<file path="src/rtl/lfsr_pkg.sv">
// Shared constants and helpers for the parametrised LFSR generator.
// Holds the form selectors, common primitive polynomials and the Galois mask builder.
package lfsr_pkg;

  localparam int MODE_FIBONACCI = 0;
  localparam int MODE_GALOIS    = 1;

  // Widest state the mask helper can describe.
  localparam int MAX_W = 64;

  localparam logic [3:0]  POLY_4  = 4'hC;
  localparam logic [7:0]  POLY_8  = 8'hB8;
  localparam logic [15:0] POLY_16 = 16'hB400;
  localparam logic [31:0] POLY_32 = 32'h80200003;

  // The low WIDTH bits of the result are {taps[WIDTH-2:0], 1'b1} for any WIDTH <= MAX_W.
  function automatic logic [MAX_W-1:0] galois_mask(input logic [MAX_W-1:0] taps);
    return {taps[MAX_W-2:0], 1'b1};
  endfunction

endpackage

</file>
<file path="src/rtl/lfsr_step.sv">
// Combinational single LFSR step in Fibonacci or Galois form.
// Produces the successor state and the bit shifted out of the MSB.
module lfsr_step
  import lfsr_pkg::*;
#(
  parameter int               WIDTH = 16,
  parameter logic [WIDTH-1:0] TAPS  = 16'hB400,
  parameter int               MODE  = MODE_FIBONACCI
) (
  input  logic [WIDTH-1:0] state_i,
  output logic [WIDTH-1:0] next_o,
  output logic             bit_o
);

  assign bit_o = state_i[WIDTH-1];

  if (MODE == MODE_GALOIS) begin : g_galois
    localparam logic [MAX_W-1:0] GMASK_FULL = galois_mask(MAX_W'(TAPS));
    localparam logic [WIDTH-1:0] GMASK      = GMASK_FULL[WIDTH-1:0];
    assign next_o = {state_i[WIDTH-2:0], 1'b0} ^ (bit_o ? GMASK : '0);
  end else begin : g_fib
    assign next_o = {state_i[WIDTH-2:0], ^(state_i & TAPS)};
  end

endmodule

</file>
<file path="src/rtl/lfsr_gen.sv">
// Parametrised LFSR generator: STEPS chained steps per enabled clock, seed load with
// zero-seed rejection, all-zero lockup recovery and a wrap pulse on returning to the seed.
module lfsr_gen
  import lfsr_pkg::*;
#(
  parameter int               WIDTH    = 16,
  parameter logic [WIDTH-1:0] TAPS     = 16'hB400,
  parameter logic [WIDTH-1:0] RST_SEED = 16'h1001,
  parameter int               MODE     = MODE_FIBONACCI,
  parameter int               STEPS    = 1
) (
  input  logic             clk,
  input  logic             reset_n,
  input  logic             enable,
  input  logic             load,
  input  logic [WIDTH-1:0] load_data,
  output logic [WIDTH-1:0] lfsr,
  output logic [STEPS-1:0] out_bits,
  output logic             wrap,
  output logic             seed_err
);

  if (WIDTH < 3 || WIDTH > MAX_W) begin : g_chk_width
    $fatal(1, "lfsr_gen: WIDTH must be in 3..%0d", MAX_W);
  end
  if (STEPS < 1 || STEPS > WIDTH) begin : g_chk_steps
    $fatal(1, "lfsr_gen: STEPS must be in 1..WIDTH");
  end
  if (RST_SEED == '0) begin : g_chk_seed
    $fatal(1, "lfsr_gen: RST_SEED must be non-zero");
  end
  if (TAPS[WIDTH-1] != 1'b1) begin : g_chk_taps
    $fatal(1, "lfsr_gen: TAPS[WIDTH-1] must be set");
  end
  if (MODE != MODE_FIBONACCI && MODE != MODE_GALOIS) begin : g_chk_mode
    $fatal(1, "lfsr_gen: MODE must be 0 or 1");
  end

  logic [WIDTH-1:0] lfsr_q, lfsr_d;
  logic [WIDTH-1:0] seed_q, seed_d;
  logic [STEPS-1:0] out_bits_q, out_bits_d;
  logic             wrap_q, wrap_d;
  logic             err_q, err_d;

  logic [STEPS:0][WIDTH-1:0] chain;
  logic [STEPS-1:0]          step_bits;

  assign chain[0] = lfsr_q;

  // Step i emits the (i+1)-th outgoing bit, so the first bit lands in the MSB of out_bits.
  for (genvar i = 0; i < STEPS; i++) begin : g_step
    lfsr_step #(
      .WIDTH (WIDTH),
      .TAPS  (TAPS),
      .MODE  (MODE)
    ) u_step (
      .state_i (chain[i]),
      .next_o  (chain[i+1]),
      .bit_o   (step_bits[STEPS-1-i])
    );
  end

  always_comb begin
    lfsr_d     = lfsr_q;
    seed_d     = seed_q;
    out_bits_d = out_bits_q;
    wrap_d     = 1'b0;
    err_d      = 1'b0;
    if (load) begin
      if (load_data != '0) begin
        lfsr_d = load_data;
        seed_d = load_data;
      end else begin
        lfsr_d = RST_SEED;
        seed_d = RST_SEED;
        err_d  = 1'b1;
      end
    end else if (lfsr_q == '0) begin
      // Recovery from an upset into the dead state; the active seed is kept.
      lfsr_d = RST_SEED;
      err_d  = 1'b1;
    end else if (enable) begin
      lfsr_d     = chain[STEPS];
      out_bits_d = step_bits;
      wrap_d     = (chain[STEPS] == seed_q);
    end
  end

  always_ff @(posedge clk or negedge reset_n) begin
    if (!reset_n) begin
      lfsr_q     <= RST_SEED;
      seed_q     <= RST_SEED;
      out_bits_q <= '0;
      wrap_q     <= 1'b0;
      err_q      <= 1'b0;
    end else begin
      lfsr_q     <= lfsr_d;
      seed_q     <= seed_d;
      out_bits_q <= out_bits_d;
      wrap_q     <= wrap_d;
      err_q      <= err_d;
    end
  end

  assign lfsr     = lfsr_q;
  assign out_bits = out_bits_q;
  assign wrap     = wrap_q;
  assign seed_err = err_q;

endmodule
</file>
<file path="config.mk">
export PLATFORM = sky130hd
export DESIGN_NAME = lfsr_gen
export DESIGN_NICKNAME = d
export VERILOG_FILES = /design/src/rtl/lfsr_pkg.sv /design/src/rtl/lfsr_step.sv /design/src/rtl/lfsr_gen.sv
export SDC_FILE = /design/constraint.sdc
export NUM_CORES = 1
export LEC_CHECK = 0
export BUFFER_PORTS_ARGS = -buffer_cell sky130_fd_sc_hd__buf_2
export CAP_MARGIN = 15
export CORE_ASPECT_RATIO = 2
export CORE_MARGIN = 2
export CORE_UTILIZATION = 45
export CTS_CLUSTER_SIZE = 25
export DETAILED_ROUTE_END_ITERATION = 8
export GPL_TIMING_DRIVEN = 0
export HOLD_SLACK_MARGIN = 0.08
export PLACE_DENSITY = 0.68
export SLEW_MARGIN = 10
export SYNTH_ARGS = -nofsm -noshare
export SYNTH_HDL_FRONTEND = slang
export SYNTH_SLANG_ARGS = --single-unit
</file>
<file path="constraint.sdc">
create_clock -name clk -period 2.8 [get_ports clk]
set_clock_uncertainty 0.2 [all_clocks]
set_input_delay 0 -clock clk [delete_from_list [all_inputs] [get_ports clk]]
set_output_delay 0 -clock clk [all_outputs]
set_load 0.005 [all_outputs]
</file>
==> flow_summary.ini <==
[outcome]
outcome = finished clean

[die]
start_util = 0.470
die_w_um = 47.4
num_rows = 31
io_pins = 39
coreArea_um2 = 3610
die-height_um = 90.8
die-area_um2 = 4310

[worst_setup_path]
crit_type = in2reg
cp_max_fo = 3
cp.arrival_ns = 2.45
required_ns = 2.82
end_kind = flop
startpoint_type = input port

[power]
ir_worst_vdd_v = 0.000397
leakage_uw = 0.00103
p_per_area_nw_per_um2 = 551

[yosys]
ys_seq_area_frac = 0.519
ys_seq_elements = 35
synth_top_area_share = 0.457
synthDistinctLibCells = 28
synth_fp_nets = 187
synthCells = 166
synth.area.top_cells = dfrtp_1 (46%), xnor2_1 (9.3%), o21ai_0 (8.0%), a2bb2oi_1 (7.2%), dfstp_2 (6.2%)
yosysWarningCount = 0
netlist_area_um2 = 1700
syn_area_per_cell_um2 = 10.2
yosys.area.top_type = dfrtp_1

[clock_tree]
cts_sinks = 35
post_cts_buffers = 0
cts_buffers = 5
htreeDepth = 2
cts_resized = 0
clk_pin_slew_worst_paths_ns = 0.07
cts_hold_buf = 20
clock_path_buffers = 2
clkLatencyLatePin_ns = 0.29
clockRootBuffer = clkbuf_8
cts_tree = built

[sta]
final.period_utilization = 0.867
hold_viol_final = 0
setup_tns_ns = 0
final-setup-viol-count = 0
tightest_slew_ns = 0.774
rsz0062_at_grt = no
max_slew_margin = 0.484
fmax_ghz = 0.412
slew_viol_final = 0
min_period_ns = 2.43
setup_ws_ns = 0.373

[finish]
filler_cell_count = 315
num_antenna_cells = 0
nets = 252
final_cell_mix = buf_2 (40), dfrtp_1 (31), o21ai_0 (27)
area_growth_pct = 31.6
drive_gt1_frac = 0.259
final_common_cell = buf_2

[place]
gp_congestion = 0.839
dp_hpwl_um = 3210
io_buffers = 38
place_ws_ns = 0.539

[routing]
post-route-drc-count = 0
wirelength_um = 4510
drt_iter0_markers = 52
vias = 1484
antenna_left = 0
wl_per_cell_um = 16.0
dr.pass1.iters = 4
vias_per_cell = 5.28

[grt]
grt_remaining_overflow = 0
grt_pass1_wl_um = 7310
grtUsageTotal = 0.239
antenna_found_initial = 0
grt_max_degree = 36
grt_pass1_vias = 1558

[flow_run]
max_cap_viol_count = 0

[worst_hold_path]
hp-class = in2async
==> power by group <==
| group | internal (uW) | switching [uW] |
|---|---|---|
| Combinational | 138 | 118 |
| Clock | 170 | 184 |
| Sequential | 561 | 57.8 |
| Total | 869 | 360 |
==> path summary, 6_finish.rpt <==
check                      slack (ns)           from    endpoint  cells after the start
setup reg to reg                 0.49       lfsr[12]     lfsr[6]                      7
min in group clk                 0.29   load_data[9]   seed_q[9]                      4
setup / recovery                 0.37  load_data[12]  seed_q[12]                      7
max in group asynchronous        1.78        reset_n    seed_err                      2
hold / removal                   0.11        reset_n     lfsr[6]                      2
hold reg to reg                  0.29       out_bits    out_bits                      1
==> flip-flops by register name, indices dropped and copies added, names as in the netlist <==
signal	cells
lfsr	16
wrap	1
seed_err	1
out_bits	1
seed_q	16
==> metrics by stage <==
stage | instances | hold WS, ns | total power [uW] | area [um2] | utilization
after CTS | 281 | 0.145 | 1240 | 2230 | 0.619
after global placement | 253 | -0.0948 | 857 | 1950 | 0.540
after detailed placement | 253 | -0.0810 | 863 | 1950 | 0.540
final | 281 | 0.111 | 1230 | 2230 | 0.619
after floorplan | 166 | -0.496 | 759 | 1700 | -
after global routing | 281 | 0.200 | 1290 | 2230 | 0.619
==> area by class of cell <==
cell class / instances / area (um2) / share of cell area
plain buffers: 8 / 36.3 / 0.0163
well taps: 49 / 61.3 / 0.0275
inverters: 17 / 63.8 / 0.0286
flip-flops and latches: 35 / 881 / 0.395
multi-input cells: 106 / 716 / 0.321
clock inverters: 3 / 15.0 / 0.00673
repair buffers: 58 / 390 / 0.175
clock buffers: 5 / 68.8 / 0.0308
==> critical path, stage by stage <==
cell and delay [ns]:
dlygate4sd3_1 0.53, buf_2 0.14, or4_4 0.55, o41ai_4 0.44, nor2_1 0.07, dlygate4sd3_1 0.60, nor2_1 0.14
==> per-layer routing <==
metal  track usage  wire [um]  vias up
li1              -          -      707
met1         0.263       1690      726
met2         0.400       2520       38
met3        0.0500        152       13
met4         0.120        146        0
met5             0          0        -
==> logic make-up after synthesis <==
family,Yosys count,synth area share
buf+inv,25,0.0590
mux,1,0.00664
fa+ha+maj,1,0.00737
flops,35,0.519
xor+xnor,18,0.0929
compound gates,48,0.195
simple gates,38,0.119
==> synth_stat cells (all sizes together) <==
cell and n:
a21boi 2, a2bb2oi 14, a41oi 1, and4 1, buf 3, clkbuf 5, dfrtp 31, dfstp 4
ha 1, inv 17, mux2 1, nand2 16, nand3 2, nand4 3, nor2 6, nor2b 1
nor3 1, nor4 3, nor4b 1, o21ai 29, o22ai 1, o41ai 1, or4 4, xnor2 18
(Power assumes the default switching activity.)
